<file path="src/rtl/pull_fifo_responder.sv">
// Producer end of a pull interface: circular FIFO fed by an nd-stream and drained on demand.
// Optional PULL_FIFO_STICKY_ERR_EN makes the error flags sticky until reset.
module pull_fifo_responder #(
  parameter int WDTH      = 32,
  parameter int DEPTH     = 16,
  parameter int LOG_DEPTH = 4
) (
  input  logic                 clk,
  input  logic                 reset,
  input  logic [WDTH-1:0]      in_data,
  input  logic                 in_nd,
  input  logic                 read_delete,
  output logic                 read_full,
  output logic [WDTH-1:0]      read_data,
  output logic                 write_error,
  output logic                 read_error,
  output logic [LOG_DEPTH:0]   fill_count
);

  localparam logic [LOG_DEPTH:0] FULL_CNT = (LOG_DEPTH+1)'(DEPTH);

  logic [WDTH-1:0]      mem_q [DEPTH];
  logic [LOG_DEPTH-1:0] wr_ptr_q, wr_ptr_d;
  logic [LOG_DEPTH-1:0] rd_ptr_q, rd_ptr_d;
  logic [LOG_DEPTH:0]   count_q, count_d;
  logic [LOG_DEPTH:0]   remain;
  logic                 read_full_q, read_full_d;
  logic [WDTH-1:0]      read_data_q, read_data_d;
  logic                 write_error_q, write_error_d;
  logic                 read_error_q, read_error_d;
  logic                 full, empty, pop_ok, wr_ok, werr, rerr;

  always_comb begin
    full     = (count_q == FULL_CNT);
    empty    = (count_q == '0);
    pop_ok   = read_delete && !empty;
    // A pop on a full FIFO frees the slot the incoming word lands in.
    wr_ok    = in_nd && (!full || read_delete);
    werr     = in_nd && full && !read_delete;
    rerr     = read_delete && empty;

    wr_ptr_d = wr_ok  ? wr_ptr_q + LOG_DEPTH'(1) : wr_ptr_q;
    rd_ptr_d = pop_ok ? rd_ptr_q + LOG_DEPTH'(1) : rd_ptr_q;

    count_d = count_q;
    if (wr_ok && !pop_ok)      count_d = count_q + 1'b1;
    else if (!wr_ok && pop_ok) count_d = count_q - 1'b1;

    // When nothing older survives this edge, the new head is the word being written.
    remain = pop_ok ? count_q - 1'b1 : count_q;
    if (remain == '0 && wr_ok) read_data_d = in_data;
    else                       read_data_d = mem_q[rd_ptr_d];

    read_full_d = (count_d != '0);

`ifdef PULL_FIFO_STICKY_ERR_EN
    write_error_d = write_error_q | werr;
    read_error_d  = read_error_q  | rerr;
`else
    write_error_d = werr;
    read_error_d  = rerr;
`endif
  end

  always_ff @(posedge clk) begin
    if (wr_ok) mem_q[wr_ptr_q] <= in_data;
  end

  always_ff @(posedge clk or posedge reset) begin
    if (reset) begin
      wr_ptr_q      <= '0;
      rd_ptr_q      <= '0;
      count_q       <= '0;
      read_full_q   <= 1'b0;
      read_data_q   <= '0;
      write_error_q <= 1'b0;
      read_error_q  <= 1'b0;
    end else begin
      wr_ptr_q      <= wr_ptr_d;
      rd_ptr_q      <= rd_ptr_d;
      count_q       <= count_d;
      read_full_q   <= read_full_d;
      read_data_q   <= read_data_d;
      write_error_q <= write_error_d;
      read_error_q  <= read_error_d;
    end
  end

  assign read_full   = read_full_q;
  assign read_data   = read_data_q;
  assign write_error = write_error_q;
  assign read_error  = read_error_q;
  assign fill_count  = count_q;

endmodule

</file>
<file path="config.mk">
export PLATFORM = sky130hd
export DESIGN_NAME = pull_fifo_responder
export DESIGN_NICKNAME = d
export VERILOG_FILES = /design/src/rtl/pull_fifo_responder.sv
export SDC_FILE = /design/constraint.sdc
export NUM_CORES = 1
export LEC_CHECK = 0
export ABC_AREA = 1
export CAP_MARGIN = 20
export CORE_MARGIN = 1
export CORE_UTILIZATION = 40
export DETAILED_ROUTE_END_ITERATION = 16
export GPL_TIMING_DRIVEN = 1
export PLACE_DENSITY = 0.52
export SYNTH_ARGS = -nofsm -noshare
export SYNTH_HDL_FRONTEND = slang
export SYNTH_SLANG_ARGS = --single-unit
</file>
<file path="constraint.sdc">
create_clock -name clk -period 8.8 [get_ports clk]
set_input_delay 2.2 -clock clk [delete_from_list [all_inputs] [get_ports clk]]
set_output_delay 2.2 -clock clk [all_outputs]
set_load 0.005 [all_outputs]
</file>
==> metrics.md <==
| Metric | Value |
|---|---|
| Placer Congestion | 0.762 |
| Yosys reg bits | 560 |
| Final WL | 65200 um |
| Worst skew pair latency | 620 ps |
| Non-Filler Cell Area, Final | 28000 sq um |
| Req. time, crit path | 9290 ps |
| Clock buffer depth | 3 |
| Pleak | 11.4 nW |
| Clk Tree Root Cell | clkbuf_16 |
| Boundary Pins | 76 |
| Number of synthesized flops with an enable pin | 512 |
| Status | finished, final reports clean |
| Setup CP Type | in -> reg |
| Final WS setup | 3770 ps |
| Post-synth ARST share | 8.57% |
| Power Density | 334 nW/um^2 |
| Buffers & Inverters on Critical Path | 2 |
| Vias in the first global route | 16027 |
| Antenna violations before repair | 0 |
| Seq/Total Area, Yosys | 67.0% |
| Mapped Cells | 2290 |
| Count leader, synth | nand3_1 |
| Synthesized area | 24700 sq um |
| Critical path arrival | 5520 ps |
| Port Buffers | 75 |
| Vias | 16410 |
| CP top delay family | simple AND/OR/NAND/NOR gates |
| Crit-path cells | clkdlybuf4s50_1 > nand2_4 > nand2_8 > nand2_8 > buf_4 > nand2_1 > nand3_1 > nand3_1 > nand3_1 > nand2_1 > nand2_1 > nand2_1 |
| Row count | 90 |
| Starting density of the core | 40.8% |
| Top FF cell, synth | edfxtp_1 |
| Total iterations of the first detailed-routing run | 5 |
| Layout cells sized above 1 | 6.41% |
| Die Area | 62800 sq um |
| Top cells by area, synth | edfxtp_1 (62%), nand3_1 (12%), inv_1 (6.2%) |
| CP peak stage delay | 840 ps |
| Finished Core Util | 46.2% |
| Setup TNS | 0 ps |
| RSZ-0062 raised after global routing | false |
| Nets | 2365 |
| Synth Area per Inst | 10.8 sq um |
| Final Hold Violating Endpoints | 0 |
| Clock slew seen by the registers of the worst setup and hold paths | 60 ps |
| Final setup vio count | 0 |
| Fillers | 5528 |
| Vias/cell | 5.20 |
| Drt initial violations | 1357 |
| Synth cell count leaders | nand3_1 (582), edfxtp_1 (512), inv_1 (407), nand2_1 (407), nand3b_1 (128) |
| Top cell type's share of synthesized area | 62.2% |
| First-pass GRT wire length | 99000 um |
| Post-Syn Nets | 2333 |
| TritonCTS clock tree | built |
| WL/cell | 20.7 um |
| Synth area leader | edfxtp_1 |
| Clk_skew | 14.2 ps |
| YS warnings | 0 |
| Post-CTS Resized | 0 |
| Syn-to-layout area delta | 13.3% |
| Slew Limit Fails | 0 |
| Tot GR Track Use | 21.0% |
| Pre-CTS WS | 3140 ps |
| Final Cycle Share | 57.1% |
| CTS sink cnt | 560 |
| Core ar. | 60700 sq um |
| Most used cell, CP | nand2_1 |
| Quantity of hold-fixing buffers added after cts | 0 |
| Fmax | 199 MHz |
| Num CTS Buffers | 60 |
| Largest net degree at the start of global routing | 135 |
| Post-CTS Setup Bufs | 0 |
| Power, Total | 9.36 mW |
| Final HPWL DP | 31000 um |
| Total grt overflow | 0 |
| Post-DP Area | 26100 sq um |
| Synth cell types | 31 |
| Antenna fix cells | 0 |
| CTS H-Tree Depth | 2 |
| DIE WIDTH | 251 um |
| Maximum fanout along the worst path | 134 |
| Post-route ant nets | 0 |
| Die Y | 251 um |
| Max_cap viols | 0 |
| Startpoint Class | input port |
| Worst path slowest cell | nand2_8 |
| CP Capture Type | register |
| Min Tclk post-route | 5030 ps |
| # DRC | 0 |
| Hold WC Path Type | reg -> reg |
| Relative slew slack | 22.6% |
| Worst-Margin Slew | 1160 ps |
| Peak supply drop | 231 uV |
==> power breakdown <==
| part | switching [mW] | internal, mW | leakage, nW |
|---|---|---|---|
| combinational | 2.44 | 1.08 | 5.24 |
| clock | 1.03 | 1.43 | 0.940 |
| sequential | 0.117 | 3.26 | 5.20 |
| total | 3.59 | 5.77 | 11.4 |
==> layout make-up <==
class | instances | area [sq um] | share of cell area [%]
multi-input combinational | 1181 | 6030 | 21.5
inverter | 410 | 1540 | 5.49
tap | 782 | 978 | 3.49
clock buffer | 80 | 1620 | 5.77
timing repair buffer | 109 | 1010 | 3.59
sequential | 560 | 16600 | 59.2
clock inverter | 32 | 277 | 0.987
==> cell usage in the layout, fill, tap and decap left out, types with 16 or more instances in the layout <==
cell type	count
nand3_1	581
inv_1	405
clkbuf_16	61
nand2_1	406
dfrtp_1	48
clkbuf_1	17
clkinv_2	16
edfxtp_1	512
nor2_4	17
nand3b_1	128
clkdlybuf4s50_1	75
buf_4	34
==> kinds of logic after synthesis <==
group,Yosys count,share of synthesized area (%)
simple gates,1152,22.6
buf+inv,549,9.42
flops,560,67.0
compound gates,13,0.314
xor+xnor,9,0.349
fa+ha+maj,7,0.354
==> state kept, by name, summed over array words and instances, names as in the netlist <==
name         flops
wr_ptr_q         4
write_error      1
read_full        1
read_data       32
rd_ptr_q         4
fill_count       5
mem_q          512
read_error       1
==> path summary, 6_finish.rpt <==
check	from	endpoint	slack, ps	cells after the start
max in group asynchronous	reset	read_data[22]	6020	3
hold / removal	fill_count[4]	write_error	610	2
setup reg to reg	fill_count[0]	read_data[17]	4970	14
min in group asynchronous	reset	read_data[10]	2160	3
setup / recovery	read_delete	read_data[17]	3770	12
hold reg to reg	fill_count[4]	write_error	610	2
==> routing by layer <==
metal  global-route usage, %  vias to the layer above  share of wire (%)  routed length [um]
met3                    2.72                      127                5.1                3350
li1                        -                     7702                  -                   -
met4                    7.36                        0                2.9                1900
met1                    28.7                     8112                 45               29400
met5                       0                        -                  0                   0
met2                    34.3                      469                 47               30600
==> tightest hold or removal path, cell delays in order, from the launching register on <==
cell     delay, ps
dfrtp_1        410
nand3_1        120
nor2_1          50
==> metrics by stage <==
step	hold slack [ps]	std cells
floorplan	566	2290
global placement	597	3042
detailed placement	606	3042
CTS	613	3154
global route	640	3154
finish	610	3154
(Power assumes the default switching activity.)
